[src/rtl/pipeline_stage_reg.sv]
// ============================================================================
// Module   : pipeline_stage_reg
// Purpose  : Flow-controlled pipeline stage register with skid buffer, flush
//            and saturating stall counter; presents a NOP when empty.
// Revision : 1.0
// ============================================================================
`default_nettype none

module pipeline_stage_reg #(
   parameter int                 INSTR_W     = 32,
   parameter int                 ADDR_W      = 32,
   parameter int                 FLAG_W      = 4,
   parameter logic [INSTR_W-1:0] NOP_INSTR   = 32'hE1A00000,
   parameter int                 STALL_CNT_W = 16
) (
   input  logic                   clk,
   input  logic                   reset,
   input  logic                   flush,
   input  logic                   in_valid,
   output logic                   in_ready,
   input  logic [INSTR_W-1:0]     in_instruction,
   input  logic [ADDR_W-1:0]      in_pc,
   input  logic [FLAG_W-1:0]      in_flags,
   input  logic                   in_wb_en,
   output logic                   out_valid,
   input  logic                   out_ready,
   output logic [INSTR_W-1:0]     out_instruction,
   output logic [ADDR_W-1:0]      out_pc,
   output logic [FLAG_W-1:0]      out_flags,
   output logic                   out_wb_en,
   output logic [STALL_CNT_W-1:0] stall_count
);

   localparam int ENTRY_W = INSTR_W + ADDR_W + FLAG_W + 1;

   typedef enum logic [1:0] {
      EMPTY = 2'd0,
      ONE   = 2'd1,
      FULL  = 2'd2
   } state_t;

   state_t                 state_q, state_d;
   logic [ENTRY_W-1:0]     main_q, main_d;
   logic [ENTRY_W-1:0]     skid_q, skid_d;
   logic [STALL_CNT_W-1:0] stall_q, stall_d;

   logic                   main_valid;
   logic                   skid_valid;
   logic                   fire_in;
   logic                   fire_out;
   logic [ENTRY_W-1:0]     in_entry;

   assign main_valid = (state_q == ONE) || (state_q == FULL);
   assign skid_valid = (state_q == FULL);

   // in_ready depends only on state, so out_ready never reaches upstream combinationally.
   assign in_ready = !skid_valid;
   assign fire_in  = in_valid && in_ready;
   assign fire_out = main_valid && out_ready;
   assign in_entry = {in_instruction, in_pc, in_flags, in_wb_en};

   always_comb begin
      state_d = state_q;
      main_d  = main_q;
      skid_d  = skid_q;
      case (state_q)
         EMPTY: begin
            if (fire_in) begin
               state_d = ONE;
               main_d  = in_entry;
            end
         end
         ONE: begin
            if (fire_in && fire_out) begin
               main_d = in_entry;
            end else if (fire_in) begin
               state_d = FULL;
               skid_d  = in_entry;
            end else if (fire_out) begin
               state_d = EMPTY;
            end
         end
         FULL: begin
            if (fire_out) begin
               state_d = ONE;
               main_d  = skid_q;
            end
         end
         default: state_d = EMPTY;
      endcase
      // Squash wins over any transfer; data registers are don't-care once invalid.
      if (flush) begin
         state_d = EMPTY;
      end
   end

   always_comb begin
      stall_d = stall_q;
      if (main_valid && !out_ready && (stall_q != {STALL_CNT_W{1'b1}})) begin
         stall_d = stall_q + {{(STALL_CNT_W-1){1'b0}}, 1'b1};
      end
   end

   always_ff @(posedge clk or negedge reset) begin
      if (!reset) begin
         state_q <= EMPTY;
         main_q  <= '0;
         skid_q  <= '0;
         stall_q <= '0;
      end else begin
         state_q <= state_d;
         main_q  <= main_d;
         skid_q  <= skid_d;
         stall_q <= stall_d;
      end
   end

   assign out_valid       = main_valid;
   assign out_instruction = main_valid ? main_q[ENTRY_W-1 -: INSTR_W] : NOP_INSTR;
   assign out_pc          = main_valid ? main_q[FLAG_W+1 +: ADDR_W]   : '0;
   assign out_flags       = main_valid ? main_q[1 +: FLAG_W]          : '0;
   assign out_wb_en       = main_valid ? main_q[0]                    : 1'b0;
   assign stall_count     = stall_q;

endmodule

`default_nettype wire

[config.mk]
export PLATFORM = sky130hd
export DESIGN_NAME = pipeline_stage_reg
export DESIGN_NICKNAME = d
export VERILOG_FILES = /design/src/rtl/pipeline_stage_reg.sv
export SDC_FILE = /design/constraint.sdc
export NUM_CORES = 1
export LEC_CHECK = 0
export BUFFER_PORTS_ARGS = -buffer_cell sky130_fd_sc_hd__buf_4
export CAP_MARGIN = 25
export CORE_UTILIZATION = 45
export DETAILED_ROUTE_END_ITERATION = 10
export HOLD_SLACK_MARGIN = 0.03
export PLACE_DENSITY = 0.71
export SLEW_MARGIN = 20
export SYNTH_ARGS = -nofsm -noshare
export SYNTH_HDL_FRONTEND = slang
export SYNTH_SLANG_ARGS = --single-unit
[constraint.sdc]
create_clock -name clk -period 2 [get_ports clk]
set_input_delay 0.1 -clock clk [delete_from_list [all_inputs] [get_ports clk]]
set_output_delay 0.1 -clock clk [all_outputs]
set_load 0.05 [all_outputs]
# After elaboration in Yosys (flattened, before gate mapping)
# Index checks and enable logic that the tools add are counted.
# word_totals
out_inout_bits	87
input_bits	74
elab_cells	44
regBits	156
# op_classes
n_bitwise	1
add_sub_neg	1
n_reduce_logical	13
eq_ne	10
mux	15
# op_table
cell	n
69-bit 2-to-1 mux	3
69-bit case mux with 3 select lines	1
32-bit 2-to-1 mux	2
16-bit by 1-bit adder with 16-bit output, second input constant	1
16-bit != test, second input constant	1
2-bit 2-to-1 mux	6
4-bit AND reduction	2
3-bit != test, second input constant	2
2-bit case mux with 3 select lines	1
1-bit logical AND	5
4-bit 2-to-1 mux	1
2-bit by 1-bit != test with 1-bit output, second input constant	2
4-bit != test, second input constant	1
3-bit by 2-bit != test with 1-bit output, second input constant	1
3-bit AND reduction	1
3-bit nonzero test	1
2-bit by 1-bit == test with 1-bit output, second input constant	1
2-bit == test, second input constant	1
1-bit zero test	2
2-bit zero test	1
2-bit != test, second input constant	1
1-bit logical OR	1
1-bit 2-to-1 mux	1
1-bit NOT	1

# Longest topological paths before layout
# logic_depth
word_depth	8
mapped_depth	9
depth_no_buf	6

# Least setup slack after synthesis
# No wires, ideal clock.
# synth_timing
path_type	reg2reg
startpoint	register state_q[0]
endpoint	register stall_q[9] (netlist: stall_count[9])
t_arrival_ns	2.342
setup_time_ns	0.143
synth_period_minus_slack_ns	2.485
path_buffers	1
path_stages_with_launch	8
path_slack_ns	-0.485
t_required_ns	1.857
path_cell_list	dfrtp_1 inv_1 ha_1 buf_2 and2b_1 nand3_1 or4b_2 xnor2_1
# synth_between
elab_chain_cells	4
word_cells_on_any_way	5
cone_classes	2 x eq/ne; 3 x reduce/logical
# synth_lines
element	line	text
start, declared	42	state_t state_q, state_d;
start signal, assigned	111	state_q <= state_d;
2-bit by 1-bit == test with 1-bit output or 2-bit == test (tied branches)	53	assign main_valid = (state_q == ONE) || (state_q == FULL);
1-bit logical OR (*)	53	
named net out_valid	25	output logic out_valid,
1-bit logical AND (*) (2 in a row)	99	if (main_valid && !out_ready && (stall_q != {STALL_CNT_W{1'b1}})) begin
end signal, assigned	114	stall_q <= stall_d;
end, declared	45	logic [STALL_CNT_W-1:0] stall_q, stall_d;
# Mark *: on every way through the listed nets, which the timed path passes. The rest lies on a longest branch.
# A chain may end at the register's enable or synchronous reset.

# Final worst setup path
# layout_timing
startpoint	register state_q[0]
endpoint	register stall_q[15] (netlist: stall_count[15])
# layout_between
elab_chain_cells	4
word_cells_on_any_way	5
cone_classes	2 x eq/ne; 3 x reduce/logical
# layout_lines
element	line
2-bit by 1-bit == test with 1-bit output or 2-bit == test (tied branches)	53
1-bit logical OR (*)	53
1-bit logical AND (*) (2 in a row)	99
# Mark *: on every way between the ends. The rest lies on a longest branch, timed or not.

==> out/results.txt <==
Detail Placement HPWL: 11.3 mm
library cells used by synthesis: 36
CP Max Fanout: 8
Hold Violations, Final: 0
Worst slew margin: 61.0%
vias in the first global route: 6083
CTS tree: done
Max Freq: 503 MHz
Starting Density: 46.3%
RSZ-0062 raised after global routing: true
routability cong.: 0.826
Ports: 161
Post-synth EDFFs: 0
worst-case clock buffer depth: 2
met2 GRT Util: 39.7%
count of pins over their slew limit: 0
worst slew pin tran: 0.586 ns
Post-Layout Cell Count: 1105
DR pass1 iterations: 4
worst vdd ir: 837 uV
GRT busiest layer: met2
Final Util: 67.9%
Placed Instance Area: 8940 sq um
hold crit path type: primary input to flop
Netlist Area Pre-Place: 7400 sq um
Clock Skews: 0.00526 ns
Fill cells: 1166
# port buffers: 160
Sink Count: 156
CTS root buffer: clkbuf_16
full die area: 17000 sq um
Iteration-0 DRC Markers: 343
HP Start: in_valid
Area Overhead vs Synth: 46.7%
first-pass GRT wire length: 30.1 mm
Synth async-reset ratio: 100%
CTS H-Tree Depth: 4
Worst setup SP type: flop
FF+latch count, synth: 156
Min Hold Slack: 0.0862 ns
total negative slack: 0 ns
grt ovf: 0
critical path class: flop to flop
total placed cells including tap cells: 983
vias post-DR: 6077
max-cap viol count: 0
kind of end point of the critical path: flop
Mapped Nets: 721
DRC Markers: 0
CTS Buf Count: 17
Final Setup Violations: 0
initial antenna violation count: 1
layout cell share with drive strength beyond 1: 36.3%
crit path launch: state_q[0]$_DFFE_PN0P_
Core Region: 16000 sq um
die height: 130 um
Die W: 130 um
Final Net Count: 954
Via density: 5.50
M1 GR Usage: 28.0%
fin crit share: 99.3%
status: completed
synth warn: 0
largest net degree at the start of global routing: 83
Critical R2R Launch: state_q[0]$_DFFE_PN0P_
Routed WL: 21.0 mm
Leak Pwr: 4.65 nW
gr usage total: 23.0%
M3 GR Usage: 5.21%
total chip power: 16.2 mW
drt wl/cell: 19.0 um
pre-CTS setup slack: 0.0295 ns
Final ANT Viol Nets: 0
critical path arrival: 2.33 ns
PwrDens: 1490 nW/um^2
fin worst setup slack: 0.0136 ns
post-route cell area: 10900 sq um
sequential area share after synthesis: 52.7%
Mapped Cells: 641
clk_lat worst skew: 0.42 ns
row cnt: 46
Worst Path Required: 2.35 ns
Final Critical Period: 1.99 ns
Clock transition at path regs: 0.06 ns
Avg Cell Area, Syn: 11.5 sq um
top_reg_cell synth: dfrtp_1
-- what timing repair did --
| item | 4_1_cts | 5_1_grt |
|---|---|---|
| endpoints found under the hold margin | 187 | 0 |
| pin swaps | 0 | 2 |
| setup endpoints to repair | 57 | 205 |
| cloned | 1 | 9 |
| resized for setup | 13 | 64 |
| hold buffers | 71 | 0 |
| setup buffers | 0 | 7 |
-- power by group --
group	switching [mW]	internal (mW)
logic	4.24	3.14
clock network	1.27	2.11
registers	0.813	4.62
total	6.32	9.86
-- state kept, by name, summed over array words and instances (netlist names) --
register and count:
state_q 2, main_q 69, skid_q 69, stall_count 16
-- cell usage after synthesis (all sizes together) (6+ instances only) --
master / instances / area share (%)
clkbuf: 41 / 2.1
dfrtp: 156 / 53
mux2i: 70 / 9.5
nand4: 8 / 0.88
ha: 6 / 1.0
nand2b: 8 / 0.68
xor2: 9 / 1.1
nor2: 6 / 0.30
a31oi: 69 / 5.8
nand2: 8 / 0.41
and2: 63 / 5.3
mux2: 71 / 11
nand3: 7 / 0.47
buf: 12 / 0.79
a21oi: 73 / 4.9
-- path summary, 6_finish.rpt --
check	to	slack (ns)	cells past startpoint
min in group asynchronous	skid_q[14]$_DFFE_PN0P_	0.22	2
max reg2reg	stall_count[15]$_DFFE_PN0P_	0.01	6
min reg2reg	skid_q[61]$_DFFE_PN0P_	0.50	1
max	stall_count[15]$_DFFE_PN0P_	0.01	6
min	state_q[1]$_DFFE_PN0P_	0.09	5
max in group asynchronous	state_q[0]$_DFFE_PN0P_	0.99	3
-- layout make-up --
cell class              instances  area [sq um]  share of cell area (%)
clock buffers                  20           447                    4.11
diodes                          2          5.00                  0.0461
well taps                     216           270                    2.49
flip-flops and latches        156          3900                    35.9
multi-input cells             428          3380                    31.1
inverters                       4          18.8                   0.173
clock inverters                12           170                    1.57
repair buffers                267          2670                    24.6
-- placed cells by master (no fill, tap or decap), types with 7 or more instances in the layout --
master | netlist | routed
a21oi_1 | 73 | 72
dfrtp_1 | 156 | 156
buf_6 | 0 | 46
nand4_1 | 7 | 7
nand2b_1 | 8 | 8
mux2_2 | 71 | 71
mux2i_1 | 70 | 70
dlygate4sd3_1 | 0 | 71
nand2_1 | 8 | 7
buf_4 | 0 | 130
and2_4 | 0 | 7
clkbuf_16 | 0 | 25
and2_1 | 63 | 56
xor2_1 | 9 | 9
a31oi_1 | 69 | 69
-- logic make-up after synthesis --
family | share of synthesized area [%]
xor gates and xnor gates | 1.42
DFF | 52.7
adders and majority gates | 1.01
buffers and inverters | 3.08
muxes | 20.3
AOI/OAI and AO/OA | 11.5
and+or+nand+nor | 9.97
-- worst max-delay path: stages (launching register included) --
cell      delay, ns
dfrtp_1        0.41
inv_2          0.09
ha_4           0.37
nand4b_1       0.14
or4_4          0.48
nor4_4         0.26
xor2_1         0.16
-- routing by layer --
layer | up-vias | wire length, um
met3 | 29 | 1020
met5 | - | 0
met1 | 3054 | 8970
met4 | 0 | 337
met2 | 186 | 10700
li1 | 2808 | -
Power figures use the tool's default switching activity.
